[config.mk]
export PLATFORM = sky130hd
export DESIGN_NAME = johnson_phase_decoder
export DESIGN_NICKNAME = d
export VERILOG_FILES = /design/src/rtl/johnson_phase_decoder.sv
export SDC_FILE = /design/constraint.sdc
export NUM_CORES = 1
export LEC_CHECK = 0
export ABC_AREA = 1
export ABC_CLOCK_PERIOD_IN_PS = 4800
export CAP_MARGIN = 20
export CORE_ASPECT_RATIO = 0.9
export CORE_MARGIN = 4
export CORE_UTILIZATION = 45
export DETAILED_ROUTE_END_ITERATION = 12
export PLACE_DENSITY = 0.71
export RECOVER_POWER = 100
export REMOVE_ABC_BUFFERS = 1
export SLEW_MARGIN = 25
export SYNTH_ARGS = -nofsm -noshare
export SYNTH_HDL_FRONTEND = slang
export SYNTH_SLANG_ARGS = --single-unit
[constraint.sdc]
create_clock -name clk -period 4.8 [get_ports clk]
set_clock_uncertainty 0.1 [all_clocks]
set_input_delay 0.48 -clock clk [delete_from_list [all_inputs] [get_ports clk]]
set_output_delay 0.48 -clock clk [all_outputs]
set_load 0.02 [all_outputs]
[src/rtl/johnson_phase_decoder.sv]
// Decodes a 4-bit Johnson counter into a binary/one-hot phase, tracks
// sequence lock with a small FSM, counts locked rotations and flags errors.
module johnson_phase_decoder #(
    parameter int unsigned LOCK_CNT = 4
) (
    input  logic       clk,
    input  logic       rst,
    input  logic [3:0] cnt_in,
    input  logic       clr_err,
    output logic [2:0] phase,
    output logic [7:0] phase_oh,
    output logic       valid,
    output logic       locked,
    output logic       err,
    output logic [7:0] rot_cnt
);

    typedef enum logic [1:0] {StIdle, StAcq, StLocked} state_e;
    typedef enum logic [2:0] {
        ClsNone, ClsSucc, ClsRepeat, ClsResync, ClsJump, ClsIllegal
    } cls_e;

    localparam logic [3:0] LockCnt = 4'(LOCK_CNT);

    state_e     state;
    logic [3:0] good;
    logic       legal;
    logic [2:0] idx;
    logic [2:0] next_idx;
    logic [3:0] good_inc;
    cls_e       cls;

    always_comb begin
        legal = 1'b1;
        idx   = 3'd0;
        case (cnt_in)
            4'b0000: idx = 3'd0;
            4'b0001: idx = 3'd1;
            4'b0011: idx = 3'd2;
            4'b0111: idx = 3'd3;
            4'b1111: idx = 3'd4;
            4'b1110: idx = 3'd5;
            4'b1100: idx = 3'd6;
            4'b1000: idx = 3'd7;
            default: legal = 1'b0;
        endcase
    end

    assign next_idx = phase + 3'd1;
    assign good_inc = good + 4'd1;

    // valid doubles as "previous sample present and legal"; it is clear
    // after reset, so the first sample can never be SUCC/JUMP/RESYNC.
    always_comb begin
        cls = ClsNone;
        if (!legal) begin
            cls = ClsIllegal;
        end else if (valid) begin
            if (idx == next_idx) begin
                cls = ClsSucc;
            end else if (idx == phase) begin
                cls = ClsRepeat;
            end else if (idx == 3'd0) begin
                cls = ClsResync;
            end else begin
                cls = ClsJump;
            end
        end
    end

    always_ff @(posedge clk or posedge rst) begin
        if (rst) begin
            state    <= StIdle;
            good     <= 4'd0;
            phase    <= 3'd0;
            phase_oh <= 8'd0;
            valid    <= 1'b0;
            locked   <= 1'b0;
            err      <= 1'b0;
            rot_cnt  <= 8'd0;
        end else begin
            phase    <= legal ? idx : 3'd0;
            phase_oh <= legal ? (8'd1 << idx) : 8'd0;
            valid    <= legal;

            // Later assignment wins: a new error overrides a same-edge clear.
            if (clr_err) begin
                err <= 1'b0;
            end
            if (cls == ClsIllegal || (cls == ClsJump && state != StIdle)) begin
                err <= 1'b1;
            end

            case (state)
                StIdle: begin
                    if (legal) begin
                        state <= StAcq;
                        good  <= 4'd0;
                    end
                end
                StAcq: begin
                    case (cls)
                        ClsSucc: begin
                            good <= good_inc;
                            if (good_inc == LockCnt) begin
                                state  <= StLocked;
                                locked <= 1'b1;
                            end
                        end
                        ClsResync, ClsJump: good <= 4'd0;
                        ClsIllegal: begin
                            state <= StIdle;
                            good  <= 4'd0;
                        end
                        default: ;
                    endcase
                end
                StLocked: begin
                    case (cls)
                        ClsSucc: begin
                            if (phase == 3'd7) begin
                                rot_cnt <= rot_cnt + 8'd1;
                            end
                        end
                        ClsResync, ClsJump: begin
                            state  <= StAcq;
                            good   <= 4'd0;
                            locked <= 1'b0;
                        end
                        ClsIllegal: begin
                            state  <= StIdle;
                            good   <= 4'd0;
                            locked <= 1'b0;
                        end
                        default: ;
                    endcase
                end
                default: begin
                    state  <= StIdle;
                    good   <= 4'd0;
                    locked <= 1'b0;
                end
            endcase
        end
    end

endmodule

==> summary.txt <==
Power
  • Sw frac: 28.20%
  • Clk pwr share: 33.2%
  • Internal cell power: 399.2 µW
  • Logic pwr share: 19.7%
  • Switch Pwr: 156.8 µW
  • PD cells: 301.7 nW/µm²
  • Leak: 1.002 nW
  • Worst IR Drop VDD: 0.0003039 V
  • Flop pwr share: 47.2%

Placement
  • HPWL Detailed: 2.303 mm
  • Placed cell count: 244
  • Input/output buffers: 28
  • GPL Wtd Cong: 0.8251

Synthesis
  • Synthesis-stage register bit count: 28
  • Syn_area_per_cell: 8.600 µm²
  • Post-Synth Adder-Cell Area: 4.181%
  • Synth warn: 0
  • Multiplexer share of the synthesized area: 0%
  • Simple-gate share of the synthesized area: 33.78%
  • Synth area leaders: dfrtp_1 (47%), nand2_1 (10%), nand3_1 (6.0%)
  • Post-Synth XOR/XNOR Area: 6.271%
  • Cell taking the most area after synthesis: dfrtp_1
  • Post-synth cell types: 27
  • Top-area cell type share of the netlist area: 46.82%
  • Post-synthesis cell count: 174
  • Post-Syn Area: 1496 µm²
  • Compound-cell area share of the yosys netlist: 2.592%
  • Post-synthesis sequential area ratio: 46.82%
  • Largest family of logic cells by synthesized area: simple AND/OR/NAND/NOR gates

Detailed routing
  • Routed wire length: 2.912 mm
  • Initial DRC count: 65
  • DR WL met2: 1.400 mm
  • Drt first pass iters: 4
  • Wire length per cell: 11.74 µm
  • # DRC: 0
  • Uppermost layer routed: met4
  • Met3 WL: 151 µm
  • Wire length on met1: 1.356 mm
  • Final ANT Viol Nets: 0
  • Vias: 1196
  • DR vias/cell: 4.823

Run
  • # Max-Cap Violations: 0

Global routing
  • Total grt overflow: 0
  • Initial antenna violation count: 0
  • First-pass GRT wire length: 5.126 mm
  • Pin count of the biggest net entering global routing: 29
  • Tot GR Track Use: 15.14%
  • Vias in the first global route: 1150

Clocking
  • CTS max path bufs: 2
  • Clock root cell: clkbuf_8
  • H-tree depth: 1
  • Hold_buf cts: 0
  • Buffers inserted by post-CTS timing repair: 0
  • TritonCTS buffer count: 3
  • Post_cts resized: 0
  • Number of clock sinks: 28
  • CTS clk-pin slew, worst paths: 0.09 ns
  • CTS tree: yes
  • Worst-skew pair later-pin latency: 0.27 ns

STA
  • Fin crit share: 55.74%
  • Slew headroom: 29.00%
  • Final TNS setup: 0 ns
  • FMAX: 0.3738 GHz
  • Final Hold Fails: 0
  • Fin Hold WS: 0.3992 ns
  • Fin. max-slew vios: 0
  • Unrepaired setup endpoints after global routing: no
  • Period minus WS final: 2.675 ns
  • Final setup vio count: 0
  • Worst Max-Slew Pin Slew: 1.064 ns

Final layout
  • Syn-to-layout area delta: 23.16%
  • ANT cells: 0
  • # nets final: 219
  • Core Util, Final: 59.18%
  • Final std cells w/o fill: 248
  • Share of layout cells above drive strength 1: 7.282%

Die
  • Num ports: 29
  • Core box area: 3114 µm²
  • Initial core utilization: 48.05%
  • Die height: 62.71 µm
  • Die ar.: 4313 µm²
  • Chip width: 68.79 µm
  • Rows: 19

Run status
  • Status: complete, no violations

Critical path
  • Worst setup EP type: register
  • Critical Path AT: 2.75 ns
  • Worst path required time: 4.87 ns
  • Critical setup path kind: in2reg
  • Max Fanout on Critical Path: 6
  • Setup crit start: cnt_in[3]
  • R2R depth: 10
  • Worst R2R Start: phase[0]
  • CP Launch Type: primary input

Hold path
  • HP Class: reg2reg
  • Hold_sp: rot_cnt[5]
  • Hold Path Depth: 1
-- logic make-up (layout without fill, tap and decap cells) --
| kind of cell | Yosys count | count (layout) |
|---|---|---|
| and+or+nand+nor | 101 | 101 |
| DFF | 28 | 28 |
| buffers and inverters | 25 | 57 |
| xor gates and xnor gates | 9 | 9 |
| AOI/OAI and AO/OA | 6 | 6 |
| adders and majority gates | 5 | 5 |
-- cell type report --
type                    count  area, µm²
clock buffers               3      41.29
inverters                  25      95.09
multi-input cells         121      643.1
well taps                  42      52.55
flip-flops and latches     28      700.7
repair buffers             28      280.3
clock inverters             1      30.03
fillers                   264       1271
-- sequential cells by signal, summed over array words and instances, names as in the netlist --
signal / count
phase_oh: 8
rot_cnt: 8
phase: 3
err: 1
good: 4
valid: 1
state: 2
locked: 1
-- metrics by stage --
stage / setup slack, ns / power, mW / instance area (µm²)
6_report: 2.125 / 0.5560 / 1843
5_1_grt: 1.921 / 0.5955 / 1843
4_1_cts: 2.565 / 0.5732 / 1901
3_5_place_dp: 2.266 / 0.3864 / 1829
3_3_place_gp: 2.338 / 0.3842 / 1829
2_1_floorplan: 2.745 / 0.3504 / 1496
-- power by group through the flow --
stage,combinational [mW],sequential [mW],clock (mW)
floorplan,0.0793,0.271,0
global placement,0.118,0.266,0
detailed placement,0.120,0.267,0
CTS,0.120,0.262,0.191
global route,0.127,0.265,0.203
finish,0.109,0.262,0.184
-- final timing paths --
| check | end | slack [ns] |
|---|---|---|
| min | rot_cnt[5] | 0.40 |
| min in group asynchronous | good[2] | 0.80 |
| max in group asynchronous | phase[0] | 3.16 |
| max reg2reg | rot_cnt[7] | 2.38 |
| min reg2reg | rot_cnt[5] | 0.40 |
| max | rot_cnt[7] | 2.12 |
-- layout by cell type, fill, tap and decap left out --
cell             count
nor3b_1              1
nor3_2               1
bufinv_16            1
xnor2_1              2
nand2_2              2
xnor2_2              2
nor2_2               2
nand4_1              1
ha_1                 5
clkbuf_8             3
nand3_1             21
nor4_1               1
inv_1               22
xor2_1               5
nand2_1             47
dfrtp_1             28
o21ai_0              2
nand3_2              1
o221ai_1             1
clkinvlp_2           1
nor2_1              21
inv_2                2
a21oi_1              1
dlygate4sd3_1       24
clkdlybuf4s50_1      4
nand3b_1             3
o31ai_1              1
a22oi_1              1
-- critical path, cell delays in order --
cell and delay [ns]:
dlygate4sd3_1 0.62, inv_1 0.13, nand3_1 0.14, nand2_1 0.19
nand2_1 0.08, nand2_1 0.07, nand3_1 0.16, nor2_1 0.17
nand3_1 0.24, clkinvlp_2 0.22, nand2_1 0.10, xnor2_2 0.14
-- per-layer routing --
layer	track usage [%]	up-vias
met5	0	-
met4	1.460	0
met1	21.00	562
li1	-	612
met2	23.96	20
met3	4.676	2
-- synthesized netlist by cell type --
master / instances
a21oi_1: 1
a22oi_1: 1
clkinv_2: 1
dfrtp_1: 28
ha_1: 5
inv_1: 20
inv_2: 4
nand2_1: 41
nand2_2: 8
nand3_1: 18
nand3_2: 2
nand3_4: 2
nand3b_1: 3
nand4_1: 1
nor2_1: 18
nor2_2: 4
nor2_4: 1
nor3_2: 1
nor3b_1: 1
nor4_1: 1
o21ai_0: 1
o21ai_1: 1
o221ai_1: 1
o31ai_1: 1
xnor2_1: 2
xnor2_2: 2
xor2_1: 5
No activity file was read; power rests on OpenSTA's default activity.
==> patch: new RTL, same flow settings <==
Reset style: synchronous (`rst`), changed in one clocked block.
--- a/src/rtl/johnson_phase_decoder.sv
+++ b/src/rtl/johnson_phase_decoder.sv
@@ -69,5 +69,5 @@
     end
 
-    always_ff @(posedge clk or posedge rst) begin
+    always_ff @(posedge clk) begin
         if (rst) begin
             state    <= StIdle;
Formal check against the unedited RTL: differs if rst is asserted again (counterexample within 4 cycles, from zero or initial values and one cycle with rst high); with rst held inactive, the same outputs for 10 cycles.
==> patch against the original RTL <==
Final cell count rose by 24%; worst setup slack worse by 0.55 ns; global-route usage shrank 0.076 points; routed wire length rose by 12%; maximum frequency fell by 17%; first-iteration DRC count is 38% higher; die area increased by 9.9%; design area increased by 8.0%; synthesized area increased by 11%; sequential cell count unchanged; non-clock buffer count stayed put; highest routed layer unchanged.
Power is not compared: it rests on default switching activity, and its combinational part moved more than twofold at a synthesized area within 25%.
==> patch: results <==
outcome:
  status: "finished clean"
place:
  place_hpwl_microns: 2619
  gp_congestion: 0.8362
route:
  dr_wl_met2_microns: 1394
  met3_length_microns: 123
  wl_microns: 3250
  met1_length_microns: 1692
  ant_nets: 0
  drt_iter0_markers: 90
  viasPerCell: 4.811
yosys:
  synthTopCellsByArea: "dfxtp_1 34%, nand2_1 9.7%, nor2_1 8.6%"
  synth-xor-area-share: 0.005259
  ys_warn_count: 0
  synthTopCellsByCount: "43 x nand2_1, 38 x nor2_1, 35 x inv_1"
  ys.flop_type: "dfxtp_1"
  ys_async_sr_fraction: 0
  yosysUniqueCellTypes: 31
  ys_seq_area_frac: 0.3366
  synth_fa_ha_area_frac: 0.03005
  synth_compound_area_frac: 0.06912
final_layout:
  multi_input_area_share: 0.4387
  nNonClkInverters: 40
  clkCellAreaFrac: 0.03583
  drive_gt1_frac: 0.1065
  clock_buffers: 3
  nets: 275
  multi_input_cells: 163
  reg_top3: "phase_oh x8, rot_cnt x8, good x4"
  regArea_sq_um: 560.5
  final-nonclk-buf-share: 0.1408
  n_fill_cell: 346
grt:
  antenna_found_initial: 0
  grt_max_degree: 17
  use_met1: 0.2052
  gr-usage-all-layers: 0.1507
  use_met2: 0.2352
  grt_pass1_vias: 1349
  grt_first_pass_wirelength_microns: 5754
  use_met3: 0.03211
min_path:
  min_to: "rot_cnt[7]"
  whs_path_depth: 2
  min_from: "rot_cnt[7]"
critical_path:
  crit_end: "rot_cnt[6]"
  slowest_delay_ns: 0.65
  reg2reg_depth: 11
  crit_path_start: "cnt_in[1]"
  r2r_start: "phase[0]"
  cp_max_fo: 8
  worst_path_max_delay_cell: "dlygate4sd3_1"
  crit_arrival_ns: 3.28
  reg2reg_slack_ns: 2.04
cts:
  clkTransAtPathRegs_ns: 0.09
  root_buffer: "clkbuf_8"
  cts_htree_levels: 1
  cts_tree: "yes"
sta:
  maxSlewHeadroom: 0.6719
  holdWs_ns: 0.3634
power_and_ir_drop:
  leakagePower_nw: 0.9313
==> patch: cell count changes after synthesis, sizes merged, moves of 5 or more <==
cell / change
inv: +15
o21ai: +5
nand2: +8
a21oi: +9
dfrtp: -28
xor2: -5
nor2: +22
dfxtp: +28
==> patch: power by group through the flow <==
stage | sequential [mW] | clock, mW | combinational (mW)
detailed placement | 0.285 | 0 | 0.248
global placement | 0.284 | 0 | 0.246
finish | 0.279 | 0.183 | 0.236
CTS | 0.279 | 0.190 | 0.250
floorplan | 0.289 | 0 | 0.188
global route | 0.283 | 0.197 | 0.276
==> patch: through the flow <==
stage / worst slack [ns] / utilization / instances / cell area, sq um
detailed placement: 2.118 / 0.5741 / 303 / 1997
floorplan: 2.731 / - / 231 / 1662
global route: 1.317 / 0.5723 / 307 / 1991
global placement: 2.134 / 0.5741 / 303 / 1997
finish: 1.579 / 0.5723 / 307 / 1991
CTS: 2.417 / 0.5946 / 307 / 2068
